`config.mk`:
```
export PLATFORM = sky130hd
export DESIGN_NAME = dcmi_frame_loader
export DESIGN_NICKNAME = d
export VERILOG_FILES = /design/src/rtl/dcmi_frame_loader_pkg.sv /design/src/rtl/dcmi_frame_loader_timeout.sv /design/src/rtl/dcmi_frame_loader.sv
export SDC_FILE = /design/constraint.sdc
export NUM_CORES = 1
export LEC_CHECK = 0
export ABC_CLOCK_PERIOD_IN_PS = 3600
export CAP_MARGIN = 20
export CELL_PAD_IN_SITES_DETAIL_PLACEMENT = 1
export CELL_PAD_IN_SITES_GLOBAL_PLACEMENT = 2
export CORE_ASPECT_RATIO = 0.8
export CORE_MARGIN = 2
export CORE_UTILIZATION = 37
export DETAILED_ROUTE_END_ITERATION = 7
export GPL_ROUTABILITY_DRIVEN = 0
export PLACE_DENSITY = 0.82
export SLEW_MARGIN = 20
export SYNTH_ARGS = -nofsm -noshare
export SYNTH_HDL_FRONTEND = slang
export SYNTH_HIERARCHICAL = 1
export SYNTH_SLANG_ARGS = --single-unit
```
`constraint.sdc`:
```
create_clock -name Clk -period 3.6 [get_ports Clk]
set_input_delay 1.08 -clock Clk [delete_from_list [all_inputs] [get_ports Clk]]
set_output_delay 1.08 -clock Clk [all_outputs]
set_load 0.005 [all_outputs]
```
`src/rtl/dcmi_frame_loader_pkg.sv`:
```
// Shared definitions for the DCMI frame loader: parser states, framing constants
// and error codes.
package dcmi_frame_loader_pkg;

    typedef enum logic [2:0] {
        S_IDLE    = 3'd0,
        S_LEN_H   = 3'd1,
        S_LEN_L   = 3'd2,
        S_PAYLOAD = 3'd3,
        S_CSUM    = 3'd4,
        S_LAUNCH  = 3'd5,
        S_WAIT_HI = 3'd6,
        S_WAIT_LO = 3'd7
    } state_t;

    localparam logic [7:0] SYNC_BYTE = 8'hA5;

    localparam logic [1:0] ERR_NONE     = 2'd0;
    localparam logic [1:0] ERR_BAD_LEN  = 2'd1;
    localparam logic [1:0] ERR_CHECKSUM = 2'd2;
    localparam logic [1:0] ERR_TIMEOUT  = 2'd3;

    // Transmitter buffer depth; payloads must stay strictly below it.
    function automatic int max_len(input int len_bits);
        return 1 << len_bits;
    endfunction

endpackage

```
`src/rtl/dcmi_frame_loader_timeout.sv`:
```
// Saturating inactivity counter: clear wins over enable, expired holds at all-ones
// until the next clear.
module byte_timeout #(
    parameter int TIMEOUT_BITS = 16
) (
    input  logic clk,
    input  logic rst_n,
    input  logic clear,
    input  logic enable,
    output logic expired
);

    logic [TIMEOUT_BITS-1:0] count;

    always_ff @(posedge clk or negedge rst_n) begin
        if (!rst_n) begin
            count <= '0;
        end else if (clear) begin
            count <= '0;
        end else if (enable && !expired) begin
            count <= count + 1'b1;
        end
    end

    assign expired = &count;

endmodule

```
`src/rtl/dcmi_frame_loader.sv`:
```
// Host-side framing stage: parses A5/len/payload/checksum packets from the host link,
// writes the payload into the DCMI transmitter buffer and launches the frame.
module dcmi_frame_loader
    import dcmi_frame_loader_pkg::*;
#(
    parameter int LEN_BITS     = 10,
    parameter int TIMEOUT_BITS = 16
) (
    input  logic       Clk,
    input  logic       nRst,
    input  logic [7:0] RX_DATA,
    input  logic       RX_VALID,
    output logic       RX_READY,
    input  logic       TX_BUSY,
    output logic [7:0] DO,
    output logic       WR,
    output logic       RST,
    output logic       START,
    output logic [7:0] FRAME_CNT,
    output logic       ERR,
    output logic [1:0] ERR_CODE,
    output state_t     state_dbg
);

    localparam int MAX_LEN = max_len(LEN_BITS);

    // Handshake: a byte moves on any rising edge where RX_VALID && RX_READY; RX_READY
    // depends only on the state, never on RX_VALID, and the host may hold RX_VALID.
    state_t      state, base_next, next_state;
    logic        accept;
    logic [7:0]  len_h;
    logic [15:0] len;
    logic [15:0] len_full;
    logic [15:0] byte_cnt;
    logic [7:0]  sum;
    logic        len_bad, last_byte, csum_ok;
    logic        timed_out, timeout_hit, to_clear, to_enable;

    logic        wr_d, rst_d, start_d, err_d;
    logic [7:0]  do_d;
    logic [1:0]  err_code_d;

    assign RX_READY  = (state inside {S_IDLE, S_LEN_H, S_LEN_L, S_PAYLOAD, S_CSUM});
    assign accept    = RX_VALID && RX_READY;
    assign state_dbg = state;

    assign len_full  = {len_h, RX_DATA};
    assign len_bad   = (len_full == 16'd0) || (int'(len_full) > MAX_LEN - 1);
    assign last_byte = (byte_cnt == len - 16'd1);
    assign csum_ok   = (sum == RX_DATA);

    assign to_clear  = accept || (next_state != state);
    assign to_enable = (state != S_IDLE);

    byte_timeout #(
        .TIMEOUT_BITS(TIMEOUT_BITS)
    ) u_timeout (
        .clk    (Clk),
        .rst_n  (nRst),
        .clear  (to_clear),
        .enable (to_enable),
        .expired(timed_out)
    );

    always_ff @(posedge Clk or negedge nRst) begin
        if (!nRst) begin
            state <= S_IDLE;
        end else begin
            state <= next_state;
        end
    end

    always_comb begin
        base_next = state;
        unique case (state)
            S_IDLE:    if (accept && RX_DATA == SYNC_BYTE) base_next = S_LEN_H;
            S_LEN_H:   if (accept) base_next = S_LEN_L;
            S_LEN_L:   if (accept) base_next = len_bad ? S_IDLE : S_PAYLOAD;
            S_PAYLOAD: if (accept && last_byte) base_next = S_CSUM;
            S_CSUM:    if (accept) base_next = csum_ok ? S_LAUNCH : S_IDLE;
            S_LAUNCH:  base_next = S_WAIT_HI;
            S_WAIT_HI: if (TX_BUSY) base_next = S_WAIT_LO;
            S_WAIT_LO: if (!TX_BUSY) base_next = S_IDLE;
            default:   base_next = S_IDLE;
        endcase
        // Progress always beats a timeout that saturates in the same cycle.
        timeout_hit = timed_out && !accept && (base_next == state);
        next_state  = timeout_hit ? S_IDLE : base_next;
    end

    always_comb begin
        rst_d      = (state == S_IDLE) && (next_state == S_LEN_H);
        wr_d       = (state == S_PAYLOAD) && accept;
        do_d       = wr_d ? RX_DATA : DO;
        start_d    = (next_state == S_LAUNCH);
        err_d      = 1'b0;
        err_code_d = ERR_CODE;
        if (timeout_hit) begin
            err_d      = 1'b1;
            err_code_d = ERR_TIMEOUT;
        end else if (state == S_LEN_L && accept && len_bad) begin
            err_d      = 1'b1;
            err_code_d = ERR_BAD_LEN;
        end else if (state == S_CSUM && accept && !csum_ok) begin
            err_d      = 1'b1;
            err_code_d = ERR_CHECKSUM;
        end
    end

    always_ff @(posedge Clk or negedge nRst) begin
        if (!nRst) begin
            DO        <= 8'd0;
            WR        <= 1'b0;
            RST       <= 1'b0;
            START     <= 1'b0;
            ERR       <= 1'b0;
            ERR_CODE  <= ERR_NONE;
            FRAME_CNT <= 8'd0;
        end else begin
            DO       <= do_d;
            WR       <= wr_d;
            RST      <= rst_d;
            START    <= start_d;
            ERR      <= err_d;
            ERR_CODE <= err_code_d;
            if (start_d) FRAME_CNT <= FRAME_CNT + 8'd1;
        end
    end

    always_ff @(posedge Clk or negedge nRst) begin
        if (!nRst) begin
            len_h    <= 8'd0;
            len      <= 16'd0;
            byte_cnt <= 16'd0;
            sum      <= 8'd0;
        end else begin
            if (state == S_LEN_H && accept) len_h <= RX_DATA;
            if (state == S_LEN_L && accept) begin
                len      <= len_full;
                byte_cnt <= 16'd0;
                sum      <= 8'd0;
            end
            if (wr_d) begin
                byte_cnt <= byte_cnt + 16'd1;
                sum      <= sum + RX_DATA;
            end
        end
    end

endmodule

```
# --- Word level (Yosys, flattened, before mapping) ---
# Cells that the tools add are included.
word_totals:
  elab_cells: 82
  output_inout_bits: 26
  register_bits: 89
  inputBits: 12
op_classes:
  muxes: 23
  eq_ne: 14
  n_reduce_logical: 26
  n_lt_le_gt_ge: 1
  n_addsub: 5
ops:
  columns: ["cell", "n"]
  rows:
  - ["$mux 16", 4]
  - ["$add 16x1->16 const B", 2]
  - ["$mux 3", 9]
  - ["$pmux 3 s8", 1]
  - ["$eq 16x16->1", 1]
  - ["$gt 16x10->1 const B", 1]
  - ["$logic_not 16->1", 1]
  - ["$mux 8", 2]
  - ["$reduce_and 16->1", 1]
  - ["$sub 16x1->16 const B", 1]
  - ["$eq 3x3->1 const B", 5]
  - ["$logic_and 1x1->1", 13]
  - ["$add 8x1->8 const B", 1]
  - ["$add 8x8->8", 1]
  - ["$eq 8x8->1", 1]
  - ["$eq 8x8->1 const B", 1]
  - ["$mux 2", 4]
  - ["$eq 3x1->1 const B", 2]
  - ["$eq 3x2->1 const B", 2]
  - ["$reduce_bool 3->1", 2]
  - ["$reduce_bool 5->1", 1]
  - ["$reduce_bool 2->1", 2]
  - ["$eq 3x3->1", 1]
  - ["$logic_not 1->1", 3]
  - ["4 further kinds", 7]

# --- Depth between registers and ports, before layout ---
# Gate-level depths: netlist of run 1.
depth:
  depth_word: 12
  mapped_depth: 11

# --- Cells and area by module ---
# Netlist of run 1, hierarchy kept.
by_module_without_submodules:
  columns: ["module", "area_per_inst_um2", "cells_per_inst", "instances"]
  rows:
  - ["dcmi_frame_loader", 4126.5, 446, 1]
  - ["byte_timeout", 903.4, 89, 1]

# --- Least setup slack after synthesis of run 1 ---
# No wires, ideal clock.
synth_path:
  path_kind: "input -> register"
  startpoint: "in RX_DATA[4]"
  endpoint: "reg u_timeout.count[2]"
  t_arrival_ns: 3.191
  required_ns: 3.464
  path_buffers: 2
  setup_time_ns: 0.136
  path_slack_ns: 0.273
  cell_stages: 10
  cell_sequence: "ha_1 nor4_1 nand4b_1 o311ai_1 a31oi_1 a21boi_1 a21oi_1 clkbuf_1 clkbuf_1 nor3_1"
synth_between:
  elab_chain_len: 11
synth_rtl:
  columns: ["item", "line", "source"]
  rows:
  - ["from (decl)", "dcmi_frame_loader.sv:11", "input logic [7:0] RX_DATA,"]
  - ["$gt 16x10->1 / $logic_not 16->1 (equally long branches)", "dcmi_frame_loader.sv:48", "assign len_bad = (len_full == 16'd0) || (int'(len_full) > MAX_LEN - 1);"]
  - ["$logic_or 1x1->1", "dcmi_frame_loader.sv:48", null]
  - ["$mux 2", "dcmi_frame_loader.sv:78", "S_LEN_L: if (accept) base_next = len_bad ? S_IDLE : S_PAYLOAD;"]
  - ["$mux 3", "dcmi_frame_loader.sv:78", null]
  - ["$pmux 3 s8 *", "dcmi_frame_loader.sv:75", "unique case (state)"]
  - ["$eq 3x3->1", "dcmi_frame_loader.sv:87", "timeout_hit = timed_out && !accept && (base_next == state);"]
  - ["$logic_and 1x1->1", "dcmi_frame_loader.sv:87", null]
  - ["$mux 3 *", "dcmi_frame_loader.sv:88", "next_state = timeout_hit ? S_IDLE : base_next;"]
  - ["$ne 3x3->1 *", "dcmi_frame_loader.sv:52", "assign to_clear = accept || (next_state != state);"]
  - ["$logic_or 1x1->1 *", "dcmi_frame_loader.sv:52", null]
  - ["net to_clear", "dcmi_frame_loader.sv:37", "logic timed_out, timeout_hit, to_clear, to_enable;"]
  - ["$mux 16 / $reduce_bool 2->1 (equally long branches)", null, null]
  - ["to (signal assigned)", "dcmi_frame_loader_timeout.sv:21", "count <= count + 1'b1;"]
  - ["to (decl)", "dcmi_frame_loader_timeout.sv:13", "logic [TIMEOUT_BITS-1:0] count;"]
# Mark *: on every way through the listed nets, which the timed path passes. The rest lies on a longest branch.
# A chain may end at the register's enable or synchronous reset.

# --- Final worst setup path of run 1 ---
layout_path:
  startpoint: "in RX_DATA[1]"
  endpoint: "reg u_timeout.count[11]"
# Same word-level chain as after synthesis.

==> reports/summary.log, run 1 <==
INFO  status         status=complete, no violations
INFO  detailed_routing drc=0
INFO  timing         fmax=290.2MHz
INFO  setup_path     r2r_setup_slack=550ps
INFO  synth          syn_area_per_cell=9.402µm²
INFO  detailed_routing via_count=4266
INFO  grt            track_usage=0.2101
INFO  setup_path     required=3840ps
INFO  pwr            total_power=4.328mW
INFO  setup_path     worst_r2r_startpoint=len[0]
INFO  timing         setup_viol=0
INFO  synth          synth_common_cells=92 x sky130_fd_sc_hd__nand2_1, 89 x sky130_fd_sc_hd__dfrtp_1, 39 x sky130_fd_sc_hd__nor2_1, 21 x sky130_fd_sc_hd__clkbuf_1, 20 x sky130_fd_sc_hd__nand3_1
INFO  timing         final_period_minus_worst_setup_slack=3446ps
INFO  detailed_routing route.final.wire_length=14040µm
INFO  clock_network  cts_tree=built
INFO  setup_path     reg2regPathDepth=9
INFO  place          place_ws=-258.8ps
INFO  detailed_routing first_pass_iters=4
INFO  synth          synth_top_area_frac=0.4428
INFO  timing         postLayoutSetupSlackWorst=153.8ps
INFO  synth          synth.cell_area=5030µm²
INFO  setup_path     setup.worst_path.end_class=flop
INFO  synth          syn-num-nets=559
INFO  hold_path      hold_end=FRAME_CNT[7]
INFO  timing         tns=0ps
INFO  clock_network  clock_path_buffers=2
INFO  setup_path     critical-path-max-stage-delay=480ps
INFO  setup_path     timing.critical_path.slowest_stage_cell=sky130_fd_sc_hd__clkdlybuf4s50_1
INFO  clock_network  cts.root.buffer_cell=sky130_fd_sc_hd__clkbuf_16
INFO  setup_path     worstPathCellList=clkdlybuf4s50_1 -> ha_1 -> nor4_2 -> buf_4 -> nand4b_1 -> o311ai_1 -> a31oi_1 -> a21boi_1 -> a21oi_1 -> buf_4 -> nor2_1 -> mux2_1
INFO  clock_network  clock_latency=360ps
INFO  setup_path     cp_max_fo=7
INFO  grt            number_of_global_route_vias_before_repair=4385
INFO  setup_path     cp_data_arrival_time=3680ps
INFO  synth          yosys.area.top_type=sky130_fd_sc_hd__dfrtp_1
INFO  cells_and_area n_antenna_cell=0
INFO  timing         timing.final.crit_share=0.9573
INFO  detailed_routing ant_nets=0
INFO  synth          postSynth.topFlopCell=sky130_fd_sc_hd__dfrtp_1
INFO  pwr            vdd.ir_drop.worst=0.3945mV
INFO  die            fp-row-count=38
INFO  place          detailed_place.area=5803µm²
INFO  timing         finalHoldViolCount=0
INFO  grt            grt_overflow=0
INFO  flow_run       timing.max_cap.violations=0
INFO  hold_path      timing.hold.worst.class=reg2reg
INFO  cells_and_area post_route_cells_drive_above_1_share=0.1472
INFO  pwr            power_per_cell_area=707.9nW/µm²
INFO  timing         tightestPinTransition=554.5ps
INFO  synth          yosys.cell_count.top_type=sky130_fd_sc_hd__nand2_1
INFO  setup_path     worst_path_most_repeated_cell=sky130_fd_sc_hd__buf_4
INFO  cells_and_area final_area=6115µm²
INFO  synth          ys_top_cells_by_area=sky130_fd_sc_hd__dfrtp_1 44%, sky130_fd_sc_hd__nand2_1 6.9%, sky130_fd_sc_hd__mux2_2 4.3%, sky130_fd_sc_hd__nor2_1 2.9%, sky130_fd_sc_hd__xnor2_1 2.8%
INFO  synth          ys_warn_count=6
INFO  setup_path     regToRegEndpoint=state_dbg[0]
INFO  clock_network  clkSlewWorstSetupHoldPaths=60ps
INFO  detailed_routing wl_per_cell=18.05µm
INFO  hold_path      hold-path-cell-count=1
INFO  setup_path     criticalPathCategory=in2reg
INFO  hold_path      hold_start=FRAME_CNT[7]
INFO  setup_path     cp-start-kind=input port
INFO  synth          synth_seq_area_share=0.4428
INFO  cells_and_area total_number_of_nets_in_the_final_design=617
INFO  grt            grt_start_max_net_pins=90
INFO  synth          synthArstFlopShare=1.000
INFO  clock_network  cts.sink_count=89
INFO  die            initial_core_util=0.3751
INFO  clock_network  tritoncts_buffer_count=9
INFO  timing         grt_setup_unrepaired=no
INFO  die            core=13410µm²
INFO  cells_and_area layout.core_utilization=0.4560
INFO  timing         timing.slew.headroom=0.6275
INFO  clock_network  cts_post_setup_buffers_inserted=0
INFO  clock_network  cts.hold.buffers_added=0
INFO  die            floorplan.die_area=14550µm²
INFO  place          port_buffers=37
INFO  die            boundaryPins=38
INFO  grt            wire_length_of_the_first_global_routing_pass=23540µm
INFO  synth          ys_seq_elements=89
INFO  place          dpl.hpwl=10460µm
INFO  synth          syn-instance-count=535
INFO  synth          synth.distinct_cells=66
INFO  detailed_routing route.detailed.vias_per_inst=5.483
INFO  die            die_h=108.3µm
INFO  synth          synth_edf_count=0
INFO  die            die-width=134.4µm
INFO  detailed_routing drt_iter0_markers=232
INFO  grt            number_of_antenna_violations_at_the_first_check_in_global_routing=0
INFO  pwr            cellLeakagePower=2.689nW
INFO  timing         fin_worst_skew=8.043ps
INFO  timing         timing.final.max_slew_violations=0
INFO  cells_and_area layout-area-overhead-vs-synth=21.57%
INFO  clock_network  cts.htree.levels=3
-- worst max-delay path: cells and delay by family --
family	cells	cell delay [ps]
AND/OR/NAND/NOR	3	540
buffers and inverters	3	830
multiplexers	1	290
AO/OA/AOI/OAI	4	590
adder cells (fa/ha/maj)	1	360
-- layout make-up --
class / instances / area [µm²]
flip-flops and latches: 89 / 2227
clock buffers: 12 / 246.5
clock inverters: 4 / 52.55
well taps: 180 / 225.2
multi-input cells: 410 / 2668
fillers: 1562 / 7293
repair buffers: 71 / 650.6
inverters: 12 / 45.04
-- repair_timing --
action / in CTS / in global routing
setup endpoints to repair: 0 / 6
endpoints found under the hold margin: 0 / 0
gates resized for setup: 0 / 3
-- how the worst max path moves through the flow --
stage,from,endpoint,cells after the start
6_report,RX_DATA[1],u_timeout/count[11],12
3_5_place_dp,RX_DATA[3],u_timeout/count[11],12
3_3_place_gp,RX_DATA[1],u_timeout/count[11],12
2_1_floorplan,RX_DATA[4],u_timeout/count[2],10
5_1_grt,RX_DATA[1],u_timeout/count[11],12
4_1_cts,RX_DATA[3],u_timeout/count[11],12
-- through the flow --
step,std cells,hold WS [ps]
after floorplan,535,442.8
after global placement,762,460.0
after detailed placement,762,473.9
after CTS,778,486.9
after global routing,778,509.1
final,778,481.6
-- logic make-up (layout without fill, tap and decap cells) --
group                      count (synthesis)  count (layout)  share of synthesized area
and+or+nand+nor                          238             238                     0.2420
AOI/OAI and AO/OA                        100             100                     0.1383
DFF                                       89              89                     0.4428
buffers and inverters                     36              99                    0.02886
xor gates and xnor gates                  31              31                    0.05398
muxes                                     29              29                    0.06269
adders and majority gates                 12              12                    0.03134
-- power breakdown --
part	leakage (nW)	internal (mW)	switching (mW)	total, mW
combinational	1.38	0.815	0.929	1.74
sequential	1.16	1.27	0.355	1.63
clock	0.147	0.558	0.398	0.957
total	2.69	2.65	1.68	4.33
-- sequential cells by signal, indices dropped and copies added (netlist names) --
signal and cells:
sum 8, len_h 8, ERR_CODE 2, state_dbg 3, WR 1, ERR 1, START 1, RST 1
len 16, u_timeout/count 16, byte_cnt 16, FRAME_CNT 8, DO 8
-- layer usage --
metal,vias to the layer above,share of wire,global-route usage
li1,2045,-,-
met1,2149,0.50,0.2976
met2,61,0.45,0.3229
met3,11,0.037,0.05485
met4,0,0.011,0.04962
met5,-,0,0
-- cell usage in the layout, fill, tap and decap left out, types with 11 or more instances in the layout --
cell / synthesis / final
sky130_fd_sc_hd__nand2_1: 92 / 92
sky130_fd_sc_hd__dfrtp_1: 89 / 89
sky130_fd_sc_hd__nor2_1: 39 / 39
sky130_fd_sc_hd__clkdlybuf4s50_1: 0 / 35
sky130_fd_sc_hd__buf_4: 0 / 33
sky130_fd_sc_hd__nand3_1: 20 / 20
sky130_fd_sc_hd__o21ai_0: 19 / 19
sky130_fd_sc_hd__a21oi_1: 19 / 19
sky130_fd_sc_hd__mux2_2: 19 / 19
sky130_fd_sc_hd__nor3_1: 18 / 18
sky130_fd_sc_hd__xnor2_1: 16 / 16
sky130_fd_sc_hd__xor2_1: 15 / 15
sky130_fd_sc_hd__inv_1: 12 / 12
sky130_fd_sc_hd__ha_1: 11 / 11
Note: power is estimated with default switching activity, not from simulation.
==> run 2: changes to the inputs <==
ABC_AREA = 1   (was unset)
CORE_UTILIZATION = 34   (was 37)
PLACE_DENSITY = 0.83   (was 0.82)
==> reports/summary.log, run 2 <==
INFO  status         status=complete, no violations
INFO  setup_path     cp.buffers_inverters=3
INFO  cells_and_area layout-area-overhead-vs-synth=25.68%
INFO  cells_and_area total_number_of_nets_in_the_final_design=838
INFO  timing         fmax=292.7MHz
INFO  hold_path      hold_end=FRAME_CNT[7]
INFO  timing         timing.final.max_slew_violations=0
INFO  pwr            intPower=2.901mW
INFO  pwr            comb_power_share=0.449
INFO  timing         timing.slew.headroom=0.5211
INFO  timing         timing.final.crit_share=0.9490
INFO  clock_network  cts.sink_count=89
INFO  setup_path     regToRegEndpoint=u_timeout/count[13]
INFO  setup_path     criticalPathCategory=in2reg
INFO  die            initial_core_util=0.3507
INFO  synth          synthArstFlopShare=1.000
INFO  setup_path     r2r_setup_slack=340ps
INFO  timing         finalHoldViolCount=0
INFO  timing         fin_worst_skew=7.164ps
INFO  synth          ys_warn_count=6
INFO  flow_run       timing.max_cap.violations=0
INFO  pwr            switching_power=1.982mW
INFO  synth          synth_edf_count=0
INFO  die            die-width=143.6µm
INFO  clock_network  tritoncts_buffer_count=9
INFO  synth          syn_area_per_cell=7.270µm²
INFO  detailed_routing ant_nets=0
INFO  pwr            pwr-share-seq=0.311
INFO  synth          synth_seq_area_share=0.4202
INFO  place          dpl.hpwl=12330µm
INFO  setup_path     required=3840ps
INFO  clock_network  cts.hold.buffers_added=0
INFO  grt            grt_start_max_net_pins=52
INFO  setup_path     worst_path_most_repeated_cell=sky130_fd_sc_hd__nand2_2
INFO  timing         setup_viol=0
INFO  detailed_routing drc=0
INFO  timing         holdWs=485.3ps
INFO  die            fp-row-count=40
INFO  clock_network  cts_post_setup_buffers_inserted=0
INFO  cells_and_area post_route_cells_drive_above_1_share=0.1294
INFO  die            boundaryPins=38
INFO  synth          syn-num-nets=753
INFO  place          port_buffers=37
INFO  synth          synth.distinct_cells=39
INFO  synth          postSynth.topFlopCell=sky130_fd_sc_hd__dfrtp_1
INFO  synth          synth_common_cells=216 x sky130_fd_sc_hd__nand2_1, 98 x sky130_fd_sc_hd__nor2_1, 89 x sky130_fd_sc_hd__dfrtp_1, 87 x sky130_fd_sc_hd__inv_1, 52 x sky130_fd_sc_hd__o21ai_0
INFO  setup_path     timing.critical_path.slowest_stage_cell=sky130_fd_sc_hd__clkdlybuf4s50_1
INFO  cells_and_area n_antenna_cell=0
INFO  cells_and_area top_regs=byte_cnt (16), len (16), u_timeout/count (16)
INFO  pwr            cellLeakagePower=3.227nW
INFO  synth          ys_top_cells_by_area=sky130_fd_sc_hd__dfrtp_1 42%, sky130_fd_sc_hd__nand2_1 15%, sky130_fd_sc_hd__nor2_1 6.9%, sky130_fd_sc_hd__inv_1 6.2%, sky130_fd_sc_hd__o21ai_0 4.9%
INFO  place          numPlacedInstances=1013
INFO  synth          yosys.area.top_type=sky130_fd_sc_hd__dfrtp_1
INFO  die            floorplan.die_area=16610µm²
INFO  pwr            power_per_cell_area=733.1nW/µm²
INFO  cells_and_area final_cells=1029
INFO  synth          ys_seq_elements=89
INFO  setup_path     cp_max_fo=8
INFO  synth          syn-instance-count=729
INFO  clock_network  clock_latency=350ps
INFO  synth          synth.cell_area=5300µm²
INFO  setup_path     reg2regPathDepth=26
INFO  clock_network  clock_path_buffers=2
INFO  setup_path     worstPathCellList=clkdlybuf4s50_1 -> ha_1 -> nor2_1 -> nand2_1 -> o21ai_4 -> nand2_2 -> a21oi_4 -> nor3_2 -> nand2_2 -> nand2_4 -> nand2_2 -> nand3_2 -> nand2_2 -> nand2_1 -> nand2_2 -> buf_6 -> nor2_4 -> buf_6 -> nand2_1 -> nand2_1
INFO  setup_path     critical-path-max-stage-delay=450ps
INFO  cells_and_area fill_cells=1909
INFO  timing         final_period_minus_worst_setup_slack=3416ps
INFO  cells_and_area layout_common_cells=213 x sky130_fd_sc_hd__nand2_1, 94 x sky130_fd_sc_hd__nor2_1, 89 x sky130_fd_sc_hd__dfrtp_1
INFO  pwr            sw_frac_of_total=0.4059
INFO  setup_path     setup.worst_path.end_class=flop
INFO  setup_path     worst_r2r_startpoint=len[0]
INFO  pwr            pwr-share-clk=0.240
INFO  synth          synth_top_area_frac=0.4202
INFO  grt            number_of_antenna_violations_at_the_first_check_in_global_routing=0
INFO  timing         tightestPinTransition=717.5ps
INFO  clock_network  cts.root.buffer_cell=sky130_fd_sc_hd__clkbuf_16
INFO  grt            wire_length_of_the_first_global_routing_pass=27160µm
INFO  detailed_routing route.final.wire_length=16010µm
INFO  die            core=15110µm²
INFO  grt            track_usage=0.2102
INFO  place          detailed_place.area=6242µm²
INFO  detailed_routing drt_iter0_markers=270
INFO  detailed_routing wl_per_cell=15.56µm
INFO  clock_network  cts_tree=built
INFO  grt            grt_overflow=0
INFO  die            die_h=115.7µm
INFO  clock_network  cts.htree.levels=3
INFO  setup_path     cp_data_arrival_time=3660ps
INFO  cells_and_area most_common_cell_after_layout_fill_and_taps_aside=sky130_fd_sc_hd__nand2_1
INFO  detailed_routing via_count=5041
INFO  detailed_routing route.detailed.vias_per_inst=4.899
INFO  grt            number_of_global_route_vias_before_repair=5269
INFO  pwr            vdd.ir_drop.worst=0.2870mV
INFO  setup_path     path_delay_family=simple AND/OR/NAND/NOR gates
INFO  hold_path      timing.hold.worst.class=reg2reg
INFO  synth          yosys.cell_count.top_type=sky130_fd_sc_hd__nand2_1
INFO  hold_path      hold_start=FRAME_CNT[7]
INFO  setup_path     cp-start-kind=input port
INFO  detailed_routing first_pass_iters=4
INFO  hold_path      hold-path-cell-count=1
INFO  cells_and_area final_area=6661µm²
INFO  clock_network  clkSlewWorstSetupHoldPaths=70ps
[run 2: cell count changes in the layout (fill, tap and decap cells not counted), moves of 13 or more]
cell                      before  now
sky130_fd_sc_hd__nand2_1      92  213
sky130_fd_sc_hd__inv_1        12   84
sky130_fd_sc_hd__nor2_1       39   94
sky130_fd_sc_hd__o21ai_0      19   50
sky130_fd_sc_hd__mux2_2       19    0
sky130_fd_sc_hd__nand3_1      20   39
sky130_fd_sc_hd__buf_4        33   46
[run 2: cell families after synthesis]
kind of cell	after synthesis	synth area share
compound gates	91	0.09845
xor+xnor	22	0.03636
fa+ha+maj	12	0.02974
buf+inv	105	0.07696
flops	89	0.4202
mux	1	0.001889
simple gates	409	0.3364
[run 2: worst register-to-register path: cells and delay by family, from the launching register on]
family                     cells  cell delay (ps)
and+or+nand+nor               20             2070
buffers and inverters          5              510
adders and majority gates      1              230
DFF                            1              370
[run 2: metal layers]
layer / track usage / wire length (µm)
met1: 0.3032 / 8309
met2: 0.3337 / 7091
met3: 0.03264 / 428
met4: 0.05098 / 181
met5: 0 / 0
[run 2: worst max path at each step]
stage	startpoint	end	slack [ps]	depth (start not counted)
after floorplan	RX_DATA[2]	u_timeout/count[4]	280	18
final	RX_DATA[3]	u_timeout/count[13]	180	20
after detailed placement	RX_DATA[1]	u_timeout/count[4]	-370	20
after global placement	RX_DATA[1]	u_timeout/count[4]	-290	20
after CTS	RX_DATA[7]	u_timeout/count[13]	50	20
after global routing	RX_DATA[3]	u_timeout/count[13]	-7	20
[run 2: power groups by stage]
stage	Combinational [mW]	Clock, mW	Sequential (mW)
6_report	2.19	1.17	1.52
5_1_grt	2.48	1.23	1.55
4_1_cts	2.15	1.19	1.52
3_5_place_dp	2.13	0	1.53
3_3_place_gp	2.07	0	1.52
2_1_floorplan	1.29	0	1.46
[run 2: stage by stage]
step / worst slack (ps) / setup TNS, ps / utilization / total power, mW
after floorplan: 283.1 / 0 / - / 2.741
after global placement: -290.0 / -3850 / 0.4130 / 3.589
after detailed placement: -367.8 / -4538 / 0.4130 / 3.662
after CTS: 47.16 / 0 / 0.4373 / 4.860
after global routing: -7.262 / -7.262 / 0.4407 / 5.264
final: 183.6 / 0 / 0.4407 / 4.883
[run 2: repair_timing]
item | CTS | global route
gates resized for setup | 1 | 21
setup endpoints to repair | 1 | 16
pin swaps | 0 | 8
cloned | 0 | 0
[run 2: area by class of cell]
cell class / instances / area, µm² / share of cell area
clock inverter: 7 / 142.6 / 0.02141
clock buffer: 9 / 225.2 / 0.03381
inverter: 93 / 354.1 / 0.05316
tap: 210 / 262.8 / 0.03944
timing repair buffer: 86 / 758.2 / 0.1138
multi-input combinational: 535 / 2691 / 0.4040
sequential: 89 / 2227 / 0.3343
